<file path="src/rtl/calc_seq_if.sv">
// Control bundle between the calc_seq sequencer and its datapath/requester.
// The sequencer sits on the slave side. The environment (requester plus
// datapath) sits on the master side.
interface calc_seq_if #(
   parameter int OPW = 3
);
   // requests and status from the environment
   logic           Go;
   logic [OPW-1:0] f;
   logic           Done_Calc;
   logic           Done_Div;
   logic           div_zero;
   logic           abort;
   // strobes and status from the sequencer
   logic           ld_in;
   logic           alu_start;
   logic           div_start;
   logic           mul_en;
   logic           res_ld;
   logic [1:0]     alu_op;
   logic [2:0]     res_sel;
   logic           Done;
   logic           Busy;
   logic [1:0]     Err;

   modport slave (
      input  Go, f, Done_Calc, Done_Div, div_zero, abort,
      output ld_in, alu_start, div_start, mul_en, res_ld, alu_op, res_sel,
             Done, Busy, Err
   );

   modport master (
      output Go, f, Done_Calc, Done_Div, div_zero, abort,
      input  ld_in, alu_start, div_start, mul_en, res_ld, alu_op, res_sel,
             Done, Busy, Err
   );
endinterface

</file>
<file path="src/rtl/calc_seq.sv">
// calc_seq: operation sequencer for a small ALU/divider/multiplier datapath.
// Every output is a register. Each output is loaded with the value decoded
// from the state being entered, so the outputs in any cycle reflect only the
// current state and the latched opcode.
module calc_seq #(
   parameter int OPW     = 3,
   parameter int TMO_W   = 8,
   parameter int MUL_CYC = 2
) (
   input  logic       clk,
   input  logic       rst,
   calc_seq_if.slave  bus
);
   localparam int TMO = (1 << TMO_W) - 1;
   localparam int MCW = (MUL_CYC > 1) ? $clog2(MUL_CYC) : 1;

   typedef enum logic [2:0] {
      S_IDLE, S_LOAD, S_DECODE, S_ALU_WAIT, S_DIV_WAIT, S_MUL, S_WRITE, S_DONE
   } state_t;

   state_t           r_state, w_state_next;
   logic [OPW-1:0]   r_qf, w_qf_next;
   logic [TMO_W-1:0] r_wcnt, w_wcnt_next;
   logic [MCW-1:0]   r_mcnt, w_mcnt_next;
   logic [1:0]       r_err, w_err_next;

   logic       r_ld_in, r_alu_start, r_div_start, r_mul_en, r_res_ld, r_done, r_busy;
   logic       w_ld_in, w_alu_start, w_div_start, w_mul_en, w_res_ld, w_done, w_busy;
   logic [1:0] r_alu_op, w_alu_op;
   logic [2:0] r_res_sel, w_res_sel;

   logic w_illegal;      // latched opcode is 8 or above
   logic w_illegal_next; // opcode that will be latched after this edge is 8 or above
   logic w_wait_tmo;     // the current wait cycle is the last one allowed
   logic w_nq_alu;       // next latched opcode is an ALU function (0-3)

   // Opcodes above 7 exist only when the opcode field is wider than 3 bits.
   generate
      if (OPW > 3) begin : g_wide_op
         assign w_illegal      = |r_qf[OPW-1:3];
         assign w_illegal_next = |w_qf_next[OPW-1:3];
      end else begin : g_narrow_op
         assign w_illegal      = 1'b0;
         assign w_illegal_next = 1'b0;
      end
   endgenerate

   // The wait counter holds the number of completed wait cycles. The
   // TMO-th wait cycle is therefore the cycle in which it reads TMO-1.
   assign w_wait_tmo = (r_wcnt == TMO_W'(TMO - 1));
   assign w_nq_alu   = !w_illegal_next && !w_qf_next[2];

   // Next-state, opcode latch, counters and error code.
   always_comb begin
      w_state_next = r_state;
      w_qf_next    = r_qf;
      w_wcnt_next  = r_wcnt;
      w_mcnt_next  = r_mcnt;
      w_err_next   = r_err;
      if (r_state != S_IDLE && bus.abort) begin
         w_state_next = S_IDLE;
      end else begin
         case (r_state)
            S_IDLE: begin
               if (bus.Go) begin
                  w_qf_next    = bus.f;
                  w_err_next   = 2'b00;  // Err reads 00 from LOAD onward
                  w_state_next = S_LOAD;
               end
            end
            S_LOAD: w_state_next = S_DECODE;
            S_DECODE: begin
               w_wcnt_next = '0;
               w_mcnt_next = '0;
               if (w_illegal) begin
                  w_err_next   = 2'b11;
                  w_state_next = S_DONE;
               end else begin
                  case (r_qf[2:0])
                     3'd0, 3'd1, 3'd2, 3'd3: w_state_next = S_ALU_WAIT;
                     3'd4: begin
                        if (bus.div_zero) begin
                           w_err_next   = 2'b01;
                           w_state_next = S_DONE;
                        end else begin
                           w_state_next = S_DIV_WAIT;
                        end
                     end
                     3'd5:    w_state_next = S_MUL;
                     default: w_state_next = S_WRITE;
                  endcase
               end
            end
            S_ALU_WAIT, S_DIV_WAIT: begin
               // a completion in the final allowed cycle still wins over the timeout
               if ((r_state == S_ALU_WAIT) ? bus.Done_Calc : bus.Done_Div) begin
                  w_state_next = S_WRITE;
               end else if (w_wait_tmo) begin
                  w_err_next   = 2'b10;
                  w_state_next = S_DONE;
               end else begin
                  w_wcnt_next = r_wcnt + 1'b1;
               end
            end
            S_MUL: begin
               if (r_mcnt == MCW'(MUL_CYC - 1)) w_state_next = S_WRITE;
               else                             w_mcnt_next  = r_mcnt + 1'b1;
            end
            S_WRITE: w_state_next = S_DONE;
            S_DONE:  w_state_next = S_IDLE;
            default: w_state_next = S_IDLE;
         endcase
      end
   end

   // Output values for the state being entered.
   always_comb begin
      w_ld_in     = (w_state_next == S_LOAD);
      w_alu_start = (w_state_next == S_DECODE) && w_nq_alu;
      // div_zero is only known when DECODE is left, so the divider start
      // strobe occupies the first DIV_WAIT cycle instead of DECODE.
      w_div_start = (r_state == S_DECODE) && (w_state_next == S_DIV_WAIT);
      w_mul_en    = (w_state_next == S_MUL);
      w_res_ld    = (w_state_next == S_WRITE);
      w_done      = (w_state_next == S_DONE);
      w_busy      = (w_state_next != S_IDLE);
      w_alu_op    = 2'b00;
      if (w_nq_alu && (w_state_next == S_DECODE || w_state_next == S_ALU_WAIT ||
                       w_state_next == S_WRITE))
         w_alu_op = w_qf_next[1:0];
      w_res_sel = 3'd0;
      if (w_state_next == S_WRITE) begin
         case (w_qf_next[2:0])
            3'd4:    w_res_sel = 3'd1;
            3'd5:    w_res_sel = 3'd2;
            3'd6:    w_res_sel = 3'd3;
            3'd7:    w_res_sel = 3'd4;
            default: w_res_sel = 3'd0;
         endcase
      end
   end

   // State and all registered outputs. Reset clears everything at once,
   // abandoning any operation in flight without a Done.
   always_ff @(posedge clk or negedge rst) begin
      if (!rst) begin
         r_state     <= S_IDLE;
         r_qf        <= '0;
         r_wcnt      <= '0;
         r_mcnt      <= '0;
         r_err       <= 2'b00;
         r_ld_in     <= 1'b0;
         r_alu_start <= 1'b0;
         r_div_start <= 1'b0;
         r_mul_en    <= 1'b0;
         r_res_ld    <= 1'b0;
         r_done      <= 1'b0;
         r_busy      <= 1'b0;
         r_alu_op    <= 2'b00;
         r_res_sel   <= 3'd0;
      end else begin
         r_state     <= w_state_next;
         r_qf        <= w_qf_next;
         r_wcnt      <= w_wcnt_next;
         r_mcnt      <= w_mcnt_next;
         r_err       <= w_err_next;
         r_ld_in     <= w_ld_in;
         r_alu_start <= w_alu_start;
         r_div_start <= w_div_start;
         r_mul_en    <= w_mul_en;
         r_res_ld    <= w_res_ld;
         r_done      <= w_done;
         r_busy      <= w_busy;
         r_alu_op    <= w_alu_op;
         r_res_sel   <= w_res_sel;
      end
   end

   assign bus.ld_in     = r_ld_in;
   assign bus.alu_start = r_alu_start;
   assign bus.div_start = r_div_start;
   assign bus.mul_en    = r_mul_en;
   assign bus.res_ld    = r_res_ld;
   assign bus.alu_op    = r_alu_op;
   assign bus.res_sel   = r_res_sel;
   assign bus.Done      = r_done;
   assign bus.Busy      = r_busy;
   assign bus.Err       = r_err;
endmodule

</file>
<file path="src/flat_wrapper.sv">
// flat-port wrapper written by rule: the top's interface ports become plain ports
module calc_seq_flat 
#(
   parameter int OPW     = 3,
   parameter int TMO_W   = 8,
   parameter int MUL_CYC = 2
)
  (clk, rst, bus_Go, bus_f, bus_Done_Calc, bus_Done_Div, bus_div_zero, bus_abort, bus_ld_in, bus_alu_start, bus_div_start, bus_mul_en, bus_res_ld, bus_alu_op, bus_res_sel, bus_Done, bus_Busy, bus_Err);
  calc_seq_if #(.OPW(OPW)) bus_i ();
  input  logic clk;
  input  logic rst;
  input wire logic [$bits(bus_i.Go)-1:0] bus_Go;
  input wire logic [$bits(bus_i.f)-1:0] bus_f;
  input wire logic [$bits(bus_i.Done_Calc)-1:0] bus_Done_Calc;
  input wire logic [$bits(bus_i.Done_Div)-1:0] bus_Done_Div;
  input wire logic [$bits(bus_i.div_zero)-1:0] bus_div_zero;
  input wire logic [$bits(bus_i.abort)-1:0] bus_abort;
  output wire logic [$bits(bus_i.ld_in)-1:0] bus_ld_in;
  output wire logic [$bits(bus_i.alu_start)-1:0] bus_alu_start;
  output wire logic [$bits(bus_i.div_start)-1:0] bus_div_start;
  output wire logic [$bits(bus_i.mul_en)-1:0] bus_mul_en;
  output wire logic [$bits(bus_i.res_ld)-1:0] bus_res_ld;
  output wire logic [$bits(bus_i.alu_op)-1:0] bus_alu_op;
  output wire logic [$bits(bus_i.res_sel)-1:0] bus_res_sel;
  output wire logic [$bits(bus_i.Done)-1:0] bus_Done;
  output wire logic [$bits(bus_i.Busy)-1:0] bus_Busy;
  output wire logic [$bits(bus_i.Err)-1:0] bus_Err;
  assign bus_i.Go = bus_Go;
  assign bus_i.f = bus_f;
  assign bus_i.Done_Calc = bus_Done_Calc;
  assign bus_i.Done_Div = bus_Done_Div;
  assign bus_i.div_zero = bus_div_zero;
  assign bus_i.abort = bus_abort;
  assign bus_ld_in = bus_i.ld_in;
  assign bus_alu_start = bus_i.alu_start;
  assign bus_div_start = bus_i.div_start;
  assign bus_mul_en = bus_i.mul_en;
  assign bus_res_ld = bus_i.res_ld;
  assign bus_alu_op = bus_i.alu_op;
  assign bus_res_sel = bus_i.res_sel;
  assign bus_Done = bus_i.Done;
  assign bus_Busy = bus_i.Busy;
  assign bus_Err = bus_i.Err;
  calc_seq #(.OPW(OPW), .TMO_W(TMO_W), .MUL_CYC(MUL_CYC)) u_core (.clk(clk), .rst(rst), .bus(bus_i));
endmodule
</file>
<file path="config.mk">
export PLATFORM = sky130hd
export DESIGN_NAME = calc_seq_flat
export DESIGN_NICKNAME = d
export VERILOG_FILES = /design/src/rtl/calc_seq_if.sv /design/src/rtl/calc_seq.sv /design/src/flat_wrapper.sv
export SDC_FILE = /design/constraint.sdc
export NUM_CORES = 1
export LEC_CHECK = 0
export ABC_AREA = 1
export CAP_MARGIN = 20
export CORE_ASPECT_RATIO = 1.25
export CORE_UTILIZATION = 40
export CTS_CLUSTER_DIAMETER = 50
export DETAILED_ROUTE_END_ITERATION = 6
export PLACE_DENSITY = 0.74
export SKIP_LAST_GASP = 1
export SYNTH_ARGS = -nofsm -noshare
export SYNTH_HDL_FRONTEND = slang
export SYNTH_SLANG_ARGS = --single-unit
</file>
<file path="constraint.sdc">
create_clock -name clk -period 3.4 [get_ports clk]
set_clock_uncertainty 0.15 [all_clocks]
set_input_delay 0.34 -clock clk [delete_from_list [all_inputs] [get_ports clk]]
set_output_delay 0.34 -clock clk [all_outputs]
set_load 0.03 [all_outputs]
</file>
# After elaboration in Yosys (flattened, before gate mapping)
# Index checks and enable logic that the tools add are counted.
# classes
n_addsub,2
n_eq_ne,30
n_mux,26
bitwise_logic,1
reduce_logical,19
# ops
operator,n
$eq 3x3->1 const B,14
$mux 3,9
$pmux 3 s7,1
$eq 3x2->1 const B,6
$mux 8,2
$pmux 8 s2,1
$mux 2,7
$pmux 3 s4,1
$ne 2x2->1 const B,5
$eq 3x1->1 const B,3
$pmux 3 s3,1
$reduce_bool 3->1,3
$add 8x1->8 const B,1
$eq 8x8->1 const B,1
$reduce_and 7->1,1
$logic_not 3->1,2
$pmux 2 s3,1
$logic_and 1x1->1,4
$reduce_and 4->1,1
$reduce_bool 2->1,2
$reduce_or 4->1,1
$logic_or 1x1->1,2
$mux 1,2
$ne 2x1->1 const B,1
6 further kinds,6
# totals
ff_bits,29
inputBits,10
out_inout_bits,14

# Longest topological paths before layout
# depth
word_depth,10
depth_mapped,13
mapped_depth_nobuf,13

# Worst setup path before layout
# Ideal clock, no wire load.
# synth_timing
kind,register -> register
startpoint,register u_core.r_state[1]
endpoint,register u_core.r_wcnt[5]
setup_ns,0.123
arrival_time_ns,1.349
setup_slack_ns,1.778
stages_incl_launch_ff,10
n_path_buf,1
synth_period_minus_slack_ns,1.622
path_cell_list,dfrtp_1 -> nor2_2 -> nand2_1 -> nand2_2 -> nand2_1 -> nand2_1 -> nand3_2 -> buf_6 -> nor3b_1 -> nor2_1
# synth_between
elab_chain_len,4
word_cells_on_any_way,13
# synth_rtl
item,line,source
start: declaration,calc_seq.sv:21,"state_t r_state, w_state_next;"
start signal: assignment,calc_seq.sv:162,r_state <= w_state_next;
"$eq 3x3->1, or another cell as far along",calc_seq.sv:63,case (r_state)
"$reduce_or 2->1, or another cell as far along",calc_seq.sv:63,
"$ne 2x2->1 (no source line), or another cell as far along",--,
$reduce_and 4->1 (no source line),--,
end signal: assignment,calc_seq.sv:164,r_wcnt <= w_wcnt_next;
end: declaration,calc_seq.sv:23,"logic [TMO_W-1:0] r_wcnt, w_wcnt_next;"
# Several ways; a longest one is shown, not always the timed one.
# A chain may end at the register's enable or synchronous reset.

# Worst setup path after layout
# Ends and elaborated chain as after synthesis.

==> impl_metrics.ini <==
[outcome]
status = finished, violations left
violations = DRC

[power_and_ir_drop]
p_comb_share_pct = 50.8
switchingPower_w = 0.000759
vdd_drop_max_mv = 0.471
p_int_w = 0.000832
clkPwrFrac_pct = 17.9
powerDensity_mw_per_mm2 = 851
switching_share_pct = 47.7
p_leak_nw = 0.916
p_seq_share_pct = 31.3

[finish]
final_common_cell = nand2_1
final_net_count = 232
layout-drive-gt1-share_pct = 13.6
syn_to_final_growth_pct = 24.4
mostFrequentLayoutCells = nand2_1 (54), dfrtp_1 (29), nor2_1 (28)
antennaDiodeCount = 0
fill_cells = 345

[timing]
slew_viol_final = 0
hold_viol_final = 0
max_freq_mhz = 526
rsz0062_at_grt = no
fin_crit_ps = 1900
setup_violations = 0
holdWs_ps = 282
setup_tns_ps = 0
finalCritPeriodShare_pct = 55.9
tightest_slew_ps = 362
slew_headroom_pct = 75.9

[setup_path]
cp_max_fo = 11
cp_top_family = simple AND/OR/NAND/NOR gates
arrival_ps = 1920
crit_top_cell = nand2_1
critPathBufInv = 0
slowest_delay_ps = 480
crit_path_start_kind = flip-flop
cp_cell_sequence = nor2_2, nand2_1, nand2_2, nand2_1, nand2_1, nand3_2, nor3b_1, nor2_1
crit_type = reg2reg
cp-end-kind = flip-flop
critical_path_required_ps = 3420
crit_slowest_cell = dfrtp_1

[drt]
vias_per_cell = 4.90
first_iter_violations = 71
wl_um = 3080
firstDrtPassIters = 6
wire_per_inst_um = 11.8
drtAntennaViolNets = 0
drc = 2
num_vias = 1273

[clocking]
clk_pin_slew_ps = 70
clockRootBuffer = clkbuf_8
cts_buffer_depth = 2
h-tree-depth = 2
numCtsBuffers = 5
post_cts_buffers = 0
cts.sinks = 29
cts_resized = 0
cts_hold_buffers = 0
insertion_delay_ps = 290
tritoncts = yes

[logic_synthesis]
syn_avg_cell_area_um2 = 7.91
yosysSeqAreaShare_pct = 48.3
ys.flop_type = dfrtp_1
syn_nets = 202
mappedNetlistArea_mm2 = 0.00150
synth_top_area_share_pct = 48.3
yosysTopAreaCell = dfrtp_1
ys_seq_elements = 29
yosys_warnings = 0
synthArstFlopShare_pct = 100
yosysUniqueCellTypes = 23
postSynthCellCount = 190
ys_top_cells_by_area = dfrtp_1 (48%), nand2_1 (13%), nor2_1 (7.0%)
synth_edf_count = 0

[global_routing]
antenna_found_initial = 0
grt_max_degree = 30
top_usage_layer = met2
gr-usage-met3_pct = 5.93
grt_overflow = 0
grt_util_all_layers_pct = 17.9
grt_pass1_wl_um = 5350
use_met2_pct = 29.5
grt_util_met1_pct = 21.4
grt_pass1_vias = 1198

[floorplanning]
core-area_mm2 = 0.00354
fp.dieW_um = 56.8
dieArea_mm2 = 0.00401
boundaryPins = 24
start_util_pct = 42.4
die_h_um = 70.5
fp-row-count = 24

[placed_design]
gp_congestion = 0.786
dp_hpwl_um = 2310
portBuffers = 23

[hold_path]
min_path_type = in2async

[job]
max_cap_violations = 0
-- state kept, by name, indices dropped and copies added, names as in the netlist --
register / count
u_core.r_wcnt: 8
u_core.bus.res_sel: 3
u_core.r_qf: 3
u_core.r_state: 3
u_core.bus.Err: 2
u_core.bus.alu_op: 2
u_core.bus.Busy: 1
u_core.bus.Done: 1
u_core.bus.alu_start: 1
u_core.bus.div_start: 1
u_core.bus.ld_in: 1
u_core.bus.mul_en: 1
u_core.bus.res_ld: 1
u_core.r_mcnt: 1
-- cell type report --
| cell class | instances | area [um^2] | area share [%] |
|---|---|---|---|
| sequential | 29 | 726 | 38.8 |
| multi-input combinational | 133 | 664 | 35.5 |
| timing repair buffer | 24 | 238 | 12.7 |
| inverter | 27 | 101 | 5.42 |
| clock buffer | 5 | 68.8 | 3.68 |
| tap | 39 | 48.8 | 2.61 |
| clock inverter | 3 | 22.5 | 1.20 |
-- cell usage after synthesis (2+ instances only) --
cell / number
o31ai_1: 4
nor2_4: 2
inv_2: 7
o21ai_0: 5
nand2_1: 54
xor2_1: 3
dfrtp_1: 29
o21ai_2: 3
nand3_2: 3
a21oi_1: 3
nor2_2: 2
nor2_1: 28
ha_1: 2
inv_1: 20
nand2_2: 3
nand3_1: 12
nand4_1: 3
o21ai_1: 2
-- metal layers --
metal,routed length [um],vias to the layer above
met5,0,-
met4,49,0
met3,130,4
met2,1610,26
met1,1290,589
li1,-,654
-- path summary, 6_finish.rpt --
path / from / end / slack, ps / cells past startpoint
setup / recovery: u_core.r_state[1] / u_core.r_wcnt[5] / 1500 / 8
hold / removal: rst / u_core.r_wcnt[3] / 280 / 2
setup reg to reg: u_core.r_state[1] / u_core.r_wcnt[5] / 1500 / 8
hold reg to reg: u_core.r_mcnt / u_core.r_mcnt / 350 / 2
max in group asynchronous: rst / u_core.bus.ld_in / 2540 / 2
min in group clk: u_core.r_mcnt / u_core.r_mcnt / 350 / 2
-- power groups by stage --
stage | Sequential, W | Clock [W] | Combinational (W)
floorplan | 0.000570 | 0 | 0.000532
detailed placement | 0.000505 | 0 | 0.000807
global placement | 0.000503 | 0 | 0.000802
global route | 0.000510 | 0.000308 | 0.000905
CTS | 0.000499 | 0.000294 | 0.000811
finish | 0.000498 | 0.000285 | 0.000808
-- logic make-up (layout without fill, tap and decap cells) --
| kind of cell | after synthesis | after routing | share of synthesized area [%] |
|---|---|---|---|
| AOI/OAI and AO/OA | 19 | 19 | 8.41 |
| buffers and inverters | 28 | 59 | 7.49 |
| DFF | 29 | 29 | 48.3 |
| and+or+nand+nor | 108 | 108 | 31.8 |
| xor gates and xnor gates | 4 | 4 | 2.33 |
| adders and majority gates | 2 | 2 | 1.67 |
-- metrics by stage --
stage	instances	util [%]	setup slack (ps)	power [W]	cell area [um^2]
2_1_floorplan	190	-	1780	0.00110	1500
3_3_place_gp	252	50.2	1530	0.00130	1780
3_5_place_dp	252	50.2	1480	0.00131	1780
4_1_cts	260	52.8	1510	0.00160	1870
5_1_grt	260	52.8	1280	0.00172	1870
6_report	260	52.8	1500	0.00159	1870
(Power assumes the default switching activity.)
